<file path="src/rtl/mest_pro_pkg.sv">
// Shared MEST Pro definitions: fetch FSM states, default field widths and the
// halt opcode shared between the fetch unit and the decoder.
package mest_pro_pkg;

  localparam int         ADDR_W_DEF   = 8;
  localparam int         INSTR_W_DEF  = 16;
  localparam int         OPC_W_DEF    = 4;
  localparam logic [3:0] HALT_OPC_DEF = 4'hF;

  typedef enum logic [0:0] {
    FETCH_IDLE = 1'b0,
    FETCH_WAIT = 1'b1
  } fetch_state_e;

endpackage

</file>
<file path="src/rtl/mest_pro_fetch_unit.sv">
// MEST Pro instruction fetch stage: owns the PC, issues instruction reads,
// latches the instruction register and raises end-of-code / protocol error.
module mest_pro_fetch_unit
  import mest_pro_pkg::*;
#(
  parameter int                 ADDR_W   = ADDR_W_DEF,
  parameter int                 INSTR_W  = INSTR_W_DEF,
  parameter int                 OPC_W    = OPC_W_DEF,
  parameter logic [OPC_W-1:0]   HALT_OPC = OPC_W'(HALT_OPC_DEF)
) (
  input  logic               clk,
  input  logic               i_reset,
  input  logic               i_start,
  input  logic [ADDR_W-1:0]  i_start_addr,
  input  logic               i_fetch,
  input  logic               i_execute,
  input  logic               i_branch_valid,
  input  logic [ADDR_W-1:0]  i_branch_target,
  output logic               o_mem_req,
  output logic [ADDR_W-1:0]  o_mem_addr,
  input  logic               i_mem_ack,
  input  logic [INSTR_W-1:0] i_mem_rdata,
  output logic [INSTR_W-1:0] o_instr,
  output logic               o_instr_valid,
  output logic               o_busy,
  output logic               o_end_of_code,
  output logic               o_err
);

  localparam logic [0:0] S_IDLE = FETCH_IDLE;
  localparam logic [0:0] S_WAIT = FETCH_WAIT;

  logic [0:0]         state;
  logic [ADDR_W-1:0]  pc;
  logic [INSTR_W-1:0] ir;
  logic               instr_valid;
  logic               end_of_code;
  logic               err;

  logic               in_idle;
  logic               in_wait;
  logic               new_fetch;
  logic               ir_load;
  logic               start_accept;
  logic               rdata_is_halt;
  logic               pc_at_top;

  assign in_idle       = (state == S_IDLE);
  assign in_wait       = (state == S_WAIT);
  assign new_fetch     = in_idle && i_fetch;
  assign ir_load       = (new_fetch || in_wait) && i_mem_ack;
  assign start_accept  = in_idle && i_start;
  assign rdata_is_halt = (i_mem_rdata[INSTR_W-1 -: OPC_W] == HALT_OPC);
  assign pc_at_top     = (pc == {ADDR_W{1'b1}});

  // Request is gated by reset so an in-flight read drops without a clock edge.
  assign o_mem_req     = !i_reset && (new_fetch || in_wait);
  assign o_mem_addr    = pc;
  assign o_busy        = in_wait;
  assign o_instr       = ir;
  assign o_instr_valid = instr_valid;
  assign o_end_of_code = end_of_code;
  assign o_err         = err;

  always_ff @(posedge clk or posedge i_reset) begin
    if (i_reset) begin
      state <= S_IDLE;
    end else begin
      case (state)
        S_IDLE:  if (i_fetch && !i_mem_ack) state <= S_WAIT;
        S_WAIT:  if (i_mem_ack)             state <= S_IDLE;
        default:                            state <= S_IDLE;
      endcase
    end
  end

  // An accepted start is applied last so it overrides same-cycle updates.
  always_ff @(posedge clk or posedge i_reset) begin
    if (i_reset) begin
      pc          <= '0;
      ir          <= '0;
      instr_valid <= 1'b0;
      end_of_code <= 1'b0;
      err         <= 1'b0;
    end else begin
      if (ir_load) begin
        ir          <= i_mem_rdata;
        instr_valid <= 1'b1;
        if (rdata_is_halt) end_of_code <= 1'b1;
      end else if (new_fetch) begin
        instr_valid <= 1'b0;
      end

      if (in_wait && (i_fetch || i_start)) err <= 1'b1;

      // Falling off the top of memory ends the program instead of wrapping.
      if (i_execute && !end_of_code) begin
        if (i_branch_valid)  pc          <= i_branch_target;
        else if (pc_at_top)  end_of_code <= 1'b1;
        else                 pc          <= pc + ADDR_W'(1);
      end

      if (start_accept) begin
        pc          <= i_start_addr;
        instr_valid <= 1'b0;
        end_of_code <= 1'b0;
        err         <= 1'b0;
      end
    end
  end

endmodule
</file>
<file path="config.mk">
export PLATFORM = sky130hd
export DESIGN_NAME = mest_pro_fetch_unit
export DESIGN_NICKNAME = d
export VERILOG_FILES = /design/src/rtl/mest_pro_pkg.sv /design/src/rtl/mest_pro_fetch_unit.sv
export SDC_FILE = /design/constraint.sdc
export NUM_CORES = 1
export LEC_CHECK = 0
export CAP_MARGIN = 15
export CORE_ASPECT_RATIO = 0.5
export CORE_MARGIN = 8
export CORE_UTILIZATION = 40
export CTS_CLUSTER_DIAMETER = 200
export DETAILED_ROUTE_END_ITERATION = 12
export HOLD_SLACK_MARGIN = 0.12
export PLACE_DENSITY = 0.91
export SLEW_MARGIN = 20
export SYNTH_ARGS = -nofsm -noshare
export SYNTH_HDL_FRONTEND = slang
export SYNTH_SLANG_ARGS = --single-unit
</file>
<file path="constraint.sdc">
create_clock -name clk -period 2.4 [get_ports clk]
set_clock_uncertainty 0.15 [all_clocks]
set_input_delay 0.6 -clock clk [delete_from_list [all_inputs] [get_ports clk]]
set_output_delay 0.6 -clock clk [all_outputs]
set_load 0.005 [all_outputs]
</file>
# [After elaboration in Yosys (flattened, before gate mapping)]
# Index checks and enable logic that the tools add are counted.
[op_classes] addsub=1 multipliers=0 div_mod_pow=0 magnitude_cmp=0 eq_ne=3 n_shift=0 n_mux=18 bitwise=1 reduce_logical=16
[ops] operator="$mux 8" count=4
[ops] operator="$mux 1" count=13
[ops] operator="$add 8x1->8 const B" count=1
[ops] operator="$eq 8x8->1 const B" count=1
[ops] operator="$logic_and 1x1->1" count=7
[ops] operator="$eq 4x4->1 const B" count=1
[ops] operator="$reduce_bool 2->1" count=2
[ops] operator="$logic_not 1->1" count=3
[ops] operator="$ne 3x3->1 const B" count=1
[ops] operator="$reduce_bool 3->1" count=1
[ops] operator="$logic_or 1x1->1" count=2
[ops] operator="$pmux 1 s2" count=1
[ops] operator="$reduce_and 2->1" count=1
[ops] operator="$not 1->1" count=1
[word_totals] ff_bits=28 latchBits=0 ram_bits=0 romBits=0 inputBits=39 elab_cells=45 mem_count=0

# [Logic depth before layout (Yosys ltp)]
[depth] word_depth=9 depth_mapped=6

# [Worst setup path before layout]
# OpenSTA, ideal clock, no wires.
[synth_timing] kind="input-to-reg" startpoint="input i_branch_valid" endpoint="register pc[2] (netlist: o_mem_addr[2])" setup_time_ns=0.131 arrival_ns=1.498 t_required_ns=2.119 slack_ns=0.621 cell_stages=5 path_buffers=1 path_cell_list="nand2b_1 > o31ai_4 > buf_6 > mux2i_1 > o21ai_1"
[synth_between] elab_chain_cells=3 word_cells_on_any_way=5
[synth_lines] element="start: declaration" line="mest_pro_fetch_unit.sv:17" rtl="input logic i_branch_valid,"
[synth_lines] element="$mux 8" line="mest_pro_fetch_unit.sv:98" rtl="if (i_branch_valid) pc <= i_branch_target;"
[synth_lines] element="$mux 8" line="mest_pro_fetch_unit.sv:97" rtl="if (i_execute && !end_of_code) begin"
[synth_lines] element="$mux 8" line="mest_pro_fetch_unit.sv:103" rtl="if (start_accept) begin"
[synth_lines] element="end signal: assignment" line="mest_pro_fetch_unit.sv:98"
[synth_lines] element="end signal: assignment" line="mest_pro_fetch_unit.sv:100" rtl="else pc <= pc + ADDR_W'(1);"
[synth_lines] element="end signal: assignment" line="mest_pro_fetch_unit.sv:104" rtl="pc <= i_start_addr;"
[synth_lines] element="end: declaration" line="mest_pro_fetch_unit.sv:34" rtl="logic [ADDR_W-1:0] pc;"
# Parallel ways exist; a longest one is shown, timed or not. The select of a mux whose other input is x is not followed.
# A chain may end at the register's enable or synchronous reset.

# [Worst setup path after layout]
[layout_timing] startpoint="input i_fetch" endpoint="output o_mem_req"
[layout_between] elab_chain_cells=3
[layout_lines] element="start: declaration" line="mest_pro_fetch_unit.sv:15" rtl="input logic i_fetch,"
[layout_lines] element="$logic_and 1x1->1" line="mest_pro_fetch_unit.sv:50" rtl="assign new_fetch = in_idle && i_fetch;"
[layout_lines] element="$logic_or 1x1->1" line="mest_pro_fetch_unit.sv:57" rtl="assign o_mem_req = !i_reset && (new_fetch || in_wait);"
[layout_lines] element="$logic_and 1x1->1" line="mest_pro_fetch_unit.sv:57"
[layout_lines] element="end: declaration" line="mest_pro_fetch_unit.sv:19" rtl="output logic o_mem_req,"
# No other way between the ends.

==> run_results.csv <==
group,metric,value,unit
run_status,status,"finished clean",
sta,drv_slew,0,
route,drt-wirelength-per-cell,16.6,um
global_routing,antenna_found_initial,0,
floorplanning,dieArea,0.00579,mm^2
setup_path,crit_path_start_kind,"input port",
power_and_ir_drop,combPwrFrac,0.293,
setup_path,path_cells,"clkdlybuf4s50_1 -> nor2_1 -> nor2_1 -> dlygate4sd2_1",
cells_and_area,n_fill_cell,268,
clocking,cts_root_buffer,"clkbuf_8",
cells_and_area,area_growth,60.2,%
yosys,ys_ff_latch,28,
clocking,cts.sinks,28,
min_path,min_path_cells,1,
setup_path,crit_slowest_cell,"clkdlybuf4s50_1",
sta,rsz0062_at_grt,"no",
sta,max_freq,446,MHz
placement,io_buffer_count,67,
flow_run,cap_violations,0,
route,dr.pass1.iters,4,
setup_path,cp_top_family,"buffers and inverters",
route,routed_wl,4.29,mm
power_and_ir_drop,clockPowerShare,0.272,
floorplanning,die_w,99.9,um
setup_path,worstSetupEndpointType,"output pin",
route,viasPerCell,5.14,
yosys,ys_seq_area_frac,0.498,
floorplanning,coreArea,0.00340,mm^2
setup_path,worst_ep_required_time,1650,ps
setup_path,crit_type,"in -> out",
yosys,ys_warn_count,0,
yosys,syn_area,0.00141,mm^2
cells_and_area,drive_above_1_share,0.150,
clocking,cts_tree,"yes",
yosys,syn-num-nets,173,
setup_path,slowest_delay,440,ps
setup_path,crit_fanout,2,
power_and_ir_drop,p_switching,0.000358,W
clocking,clk_path_buf_depth,2,
cells_and_area,stdcell_area,0.00225,mm^2
yosys,synthCells,133,
setup_path,timing.rr.start,"o_mem_addr[0]",
setup_path,crit_top_cell,"nor2_1",
sta,slew_headroom,0.745,
setup_path,reg2reg_depth,6,
route,vias,1325,
route,ant_nets,0,
sta,final.setup.tns,0,ps
min_path,hold_path_class,"reg -> reg",
global_routing,grt_pass1_wl,6.85,mm
sta,worst_pin_slew,382,ps
global_routing,grt_pass1_vias,1391,
power_and_ir_drop,internal-power,0.00102,W
power_and_ir_drop,power.density,613,mW/mm^2
floorplanning,row_count,15,
route,drtIter0Drc,36,
clocking,clkTransAtPathRegs,100,ps
floorplanning,ioPinCount,68,
floorplanning,fp.dieH,57.9,um
cells_and_area,n_antenna_cell,0,
yosys,syn_avg_cell_area,10.6,um^2
setup_path,r2r-end,"o_mem_addr[3]",
setup_path,r2r_setup_slack,420,ps
clocking,cts_hold_buf,0,
sta,final_hold_viol_count,0,
placement,gp_congestion,0.751,
sta,setup_viol,0,
power_and_ir_drop,p_total,0.00138,W
global_routing,grt_max_degree,29,
placement,dp_hpwl,3.30,mm
clocking,clkLatencyLatePin,280,ps
sta,fin_crit_sh,0.935,
clocking,cts_max_level,1,
power_and_ir_drop,swShare,0.259,
cells_and_area,nNetsFinal,248,
placement,postPlaceCellArea,0.00218,mm^2
global_routing,grt-ovfl-total,0,
min_path,hold_end,"o_instr[8]",
global_routing,grt_usage,0.147,
yosys,post_synth_num_cell_types,36,
cells_and_area,fin_util,0.664,
power_and_ir_drop,leakage,0.937,nW
route,drc_errors,0,
sta,period_needed,2240,ps
power_and_ir_drop,ir_drop,0.327,mV
floorplanning,initial_core_util,0.414,
setup_path,critPathArrivalTime,1490,ps
power_and_ir_drop,seqPwrFrac,0.435,
setup_path,path_buf_inv,2,
min_path,hp-start,"o_instr[8]",
clocking,cts_made_buffers,3,
-- synth_stat cells (all sizes together) --
master | number | area (um^2)
buf | 2 | 18.8
o21a | 1 | 7.51
o22ai | 1 | 6.26
nor3 | 3 | 15.0
xnor2 | 1 | 8.76
ha | 1 | 12.5
a21o | 1 | 7.51
inv | 8 | 30.0
nand4 | 2 | 12.5
dfrtp | 28 | 701
a211oi | 1 | 7.51
nor2b | 2 | 12.5
clkbuf | 3 | 11.3
o31ai | 4 | 43.8
mux2 | 16 | 180
a21oi | 5 | 25.0
and4 | 1 | 8.76
and2 | 2 | 12.5
o2111ai | 1 | 8.76
nand2 | 6 | 22.5
nand3 | 6 | 35.0
nand4b | 1 | 8.76
nor2 | 10 | 37.5
o311ai | 1 | 8.76
and3 | 1 | 6.26
a31oi | 5 | 31.3
or2b | 1 | 7.51
o21ai | 12 | 63.8
mux2i | 2 | 20.0
nand2b | 3 | 18.8
a211o | 2 | 17.5
-- cell families after synthesis --
logic type / share of synthesized area
compound gates: 0.162
xor+xnor: 0.00622
fa+ha+maj: 0.00889
buf+inv: 0.0427
flops: 0.498
mux: 0.142
simple gates: 0.140
-- power by group through the flow --
| stage | clock (W) | combinational [W] | sequential, W |
|---|---|---|---|
| after detailed placement | 0 | 0.000409 | 0.000610 |
| final | 0.000376 | 0.000405 | 0.000601 |
| after floorplan | 0 | 0.000149 | 0.000605 |
| after global routing | 0.000393 | 0.000438 | 0.000610 |
| after CTS | 0.000381 | 0.000413 | 0.000600 |
| after global placement | 0 | 0.000394 | 0.000602 |
-- what timing repair did --
action,CTS,global route
setup endpoints to repair,1,0
resized for setup,1,0
buffers inserted,0,0
-- sequential cells by signal, indices dropped and copies added, names as in the netlist --
signal / cells
o_instr: 16
o_mem_addr: 8
o_busy: 1
o_end_of_code: 1
o_err: 1
o_instr_valid: 1
-- layout by cell type (no fill, tap or decap), drive strengths merged --
master         count
a211oi             1
nor2b              2
clkbuf             3
mux2              16
and4               1
nand2              6
nand4              2
bufinv             1
xnor2              1
a21oi              5
and2               2
o31ai              4
buf                8
o22ai              1
o311ai             1
dfrtp             28
and3               1
o21ai             12
or2b               1
a31oi              5
a211o              2
inv                8
nand4b             1
nand3              6
dlygate4sd2        1
nand2b             3
nor2              10
a21o               1
ha                 1
clkdlybuf4s50     66
nor3               3
o2111ai            1
mux2i              2
o21a               1
-- through the flow --
stage               hold WS [ps]  setup slack, ps  std cells
global placement             335            -61.5        254
global route                 376             86.7        258
detailed placement           342             -129        254
floorplan                    354              621        133
finish                       360              156        258
CTS                          365              144        258
-- cell type report --
type / instances / area, um^2 / area share
multi-input cells: 92 / 647 / 0.287
repair buffers: 75 / 742 / 0.329
inverters: 8 / 30.0 / 0.0133
clock inverters: 1 / 30.0 / 0.0133
flip-flops and latches: 28 / 701 / 0.311
well taps: 51 / 63.8 / 0.0283
clock buffers: 3 / 41.3 / 0.0183
-- worst max path at each step --
stage              startpoint             to  slack [ps]  depth (start not counted)
6_report              i_fetch      o_mem_req         160                          4
5_1_grt               i_fetch      o_mem_req          90                          4
4_1_cts               i_fetch      o_mem_req         140                          4
3_5_place_dp          i_fetch      o_mem_req        -130                          4
3_3_place_gp          i_fetch      o_mem_req         -60                          4
2_1_floorplan  i_branch_valid  o_mem_addr[2]         620                          5
-- routing by layer --
layer	track usage	wire length [um]	vias to the layer above
met3	0.0370	207	4
met5	0	0	-
li1	-	-	627
met2	0.297	2430	45
met1	0.149	1610	649
met4	0.0320	41	0
No activity file was read; power rests on OpenSTA's default activity.
==> RTL change (config.mk and constraints unchanged) <==
The package constant `OPC_W_DEF` goes from 4 to 6.
--- a/src/rtl/mest_pro_pkg.sv
+++ b/src/rtl/mest_pro_pkg.sv
@@ -6,3 +6,3 @@
   localparam int         INSTR_W_DEF  = 16;
-  localparam int         OPC_W_DEF    = 4;
+  localparam int         OPC_W_DEF    = 6;
   localparam logic [3:0] HALT_OPC_DEF = 4'hF;
Behaviour: not the same (Yosys sat finds a counterexample within 4 cycles, from zero or initial values and one cycle with i_reset high).
==> RTL change against the unedited design <==
  * First-iteration DRC count fell by 42%
  * Total power fell by 0.37%
  * Synthesized area rose by 2.0%
  * Setup slack improved by 43 ps
  * Critical path depth did not move
  * Final area barely moved
  * Routed wire length fell by 5.8%
  * Sequential cell count did not move
  * Critical endpoint unchanged
  * Largest cell class unchanged
==> RTL change: results (changes against the unedited design) <==
| Metric | Value |
|---|---|
| Placed inst area | `2180 sq um (about the same)` |
| Static leakage | `0.924 nW (was 0.937 nW)` |
| Area contributors post-synth | `dfrtp_1 49%, mux2_2 13%, nand2_1 3.7%, a21oi_1 2.8%, o21ai_0 2.1% (was dfrtp_1 50%, mux2_2 13%, o21ai_0 3.2%, nor2_1 2.7%, a31oi_1 2.2%)` |
| Final HPWL from detailed placement | `3160 microns (was 3300 microns)` |
| GRT Util Overall | `14.2% (was 14.7%)` |
| Data arrival time of the critical path | `1450 ps (was 1490 ps)` |
| Internal power summed over all cells | `1.03 mW (was 1.02 mW)` |
| Share of the synthesized area in compound gates (AO/OA/AOI/OAI) | `14.9% (was 16.2%)` |
| Portion of netlist area occupied by mux cells | `14.7% (was 14.2%)` |
| Via count of the first global-routing pass | `1412 (was 1391)` |
| Most frequent cells after synthesis | `28 x dfrtp_1, 17 x mux2_2, 14 x nand2_1 (was 28 x dfrtp_1, 16 x mux2_2, 10 x nor2_1)` |
| Share of the synthesized netlist area taken by xor and xnor gates | `1.83% (was 0.622%)` |
| Net count of the finished layout | `246 (was 248)` |
| Ratio of cells with drive above 1 in the final layout | `16.6% (was 15.0%)` |
| Slew margin rel. | `71.2% (was 74.5%)` |
| Maximum resistive drop on vdd | `0.393 mV (was 0.327 mV)` |
| Net count of the mapped netlist | `173 (unchanged)` |
| Post-synthesis adder-cell area fraction | `0.871% (was 0.889%)` |
| Gp weighted congestion | `0.774 (was 0.751)` |
| Part of the Yosys area used for sequential elements | `48.8% (was 49.8%)` |
| Violation count after the first detailed-routing iteration | `21 (was 36)` |
| Count of filler cells inserted in the layout | `289 (was 268)` |
| First-pass GRT wire length | `6640 microns (was 6850 microns)` |
| Result of the run | `completed (unchanged)` |
| Wirelength per Cell | `15.8 microns (was 16.6 microns)` |
## RTL change: layout make-up
| cell class | instances | area share (%) |
|---|---|---|
| inverter | 6 | 0.999 |
| timing repair buffer | 73 | 31.7 |
| multi-input combinational | 94 | 30.2 |
| tap | 51 | 2.83 |
| sequential | 28 | 31.1 |
| clock buffer | 3 | 1.83 |
| clock inverter | 1 | 1.33 |
## RTL change: stage by stage
| step | instances | hold WS, ps | setup slack [ps] | TNS, ps | util (%) |
|---|---|---|---|---|---|
| 2_1_floorplan | 133 | 354 | 673 | 0 | - |
| 3_3_place_gp | 252 | 337 | -69.3 | -69.3 | 63.6 |
| 3_5_place_dp | 252 | 343 | -75.3 | -75.3 | 63.6 |
| 4_1_cts | 256 | 367 | 194 | 0 | 65.6 |
| 5_1_grt | 256 | 391 | 138 | 0 | 65.6 |
| 6_report | 256 | 363 | 199 | 0 | 65.6 |
## RTL change: routing by layer
| layer | global-route usage, % | vias up | routed length [microns] |
|---|---|---|---|
| li1 | - | 613 | - |
| met1 | 14.0 | 636 | 1490 |
| met2 | 28.3 | 40 | 2230 |
| met3 | 4.23 | 4 | 279 |
| met4 | 3.83 | 0 | 42 |
| met5 | 0 | - | 0 |
## RTL change: power groups by stage
stage	Combinational, mW	Sequential, mW	Clock, mW
6_report	0.402	0.601	0.374
5_1_grt	0.438	0.612	0.402
4_1_cts	0.409	0.601	0.387
3_5_place_dp	0.408	0.610	0
3_3_place_gp	0.398	0.602	0
2_1_floorplan	0.159	0.604	0
## RTL change: worst paths after layout
| check | to | slack, ps | depth (start not counted) |
|---|---|---|---|
| setup / recovery | o_mem_req | 200 | 4 |
| hold / removal | o_instr[8] | 360 | 1 |
| setup reg to reg | o_mem_addr[7] | 350 | 5 |
| hold reg to reg | o_instr[8] | 360 | 1 |
| max in group asynchronous | o_instr[15] | 1260 | 3 |
| min in group asynchronous | o_busy | 580 | 3 |
## RTL change: worst max-delay path, cell delays in order
cell and delay, ps:
clkdlybuf4s50_1 480, nor2_1 50, nor2_1 80, dlygate4sd2_1 240
## RTL change: cells by family (layout without fill, tap and decap cells)
group,count (synthesis),after routing
xor gates and xnor gates,3,3
muxes,19,19
adders and majority gates,1,1
AOI/OAI and AO/OA,30,30
and+or+nand+nor,41,41
DFF,28,28
buffers and inverters,11,83
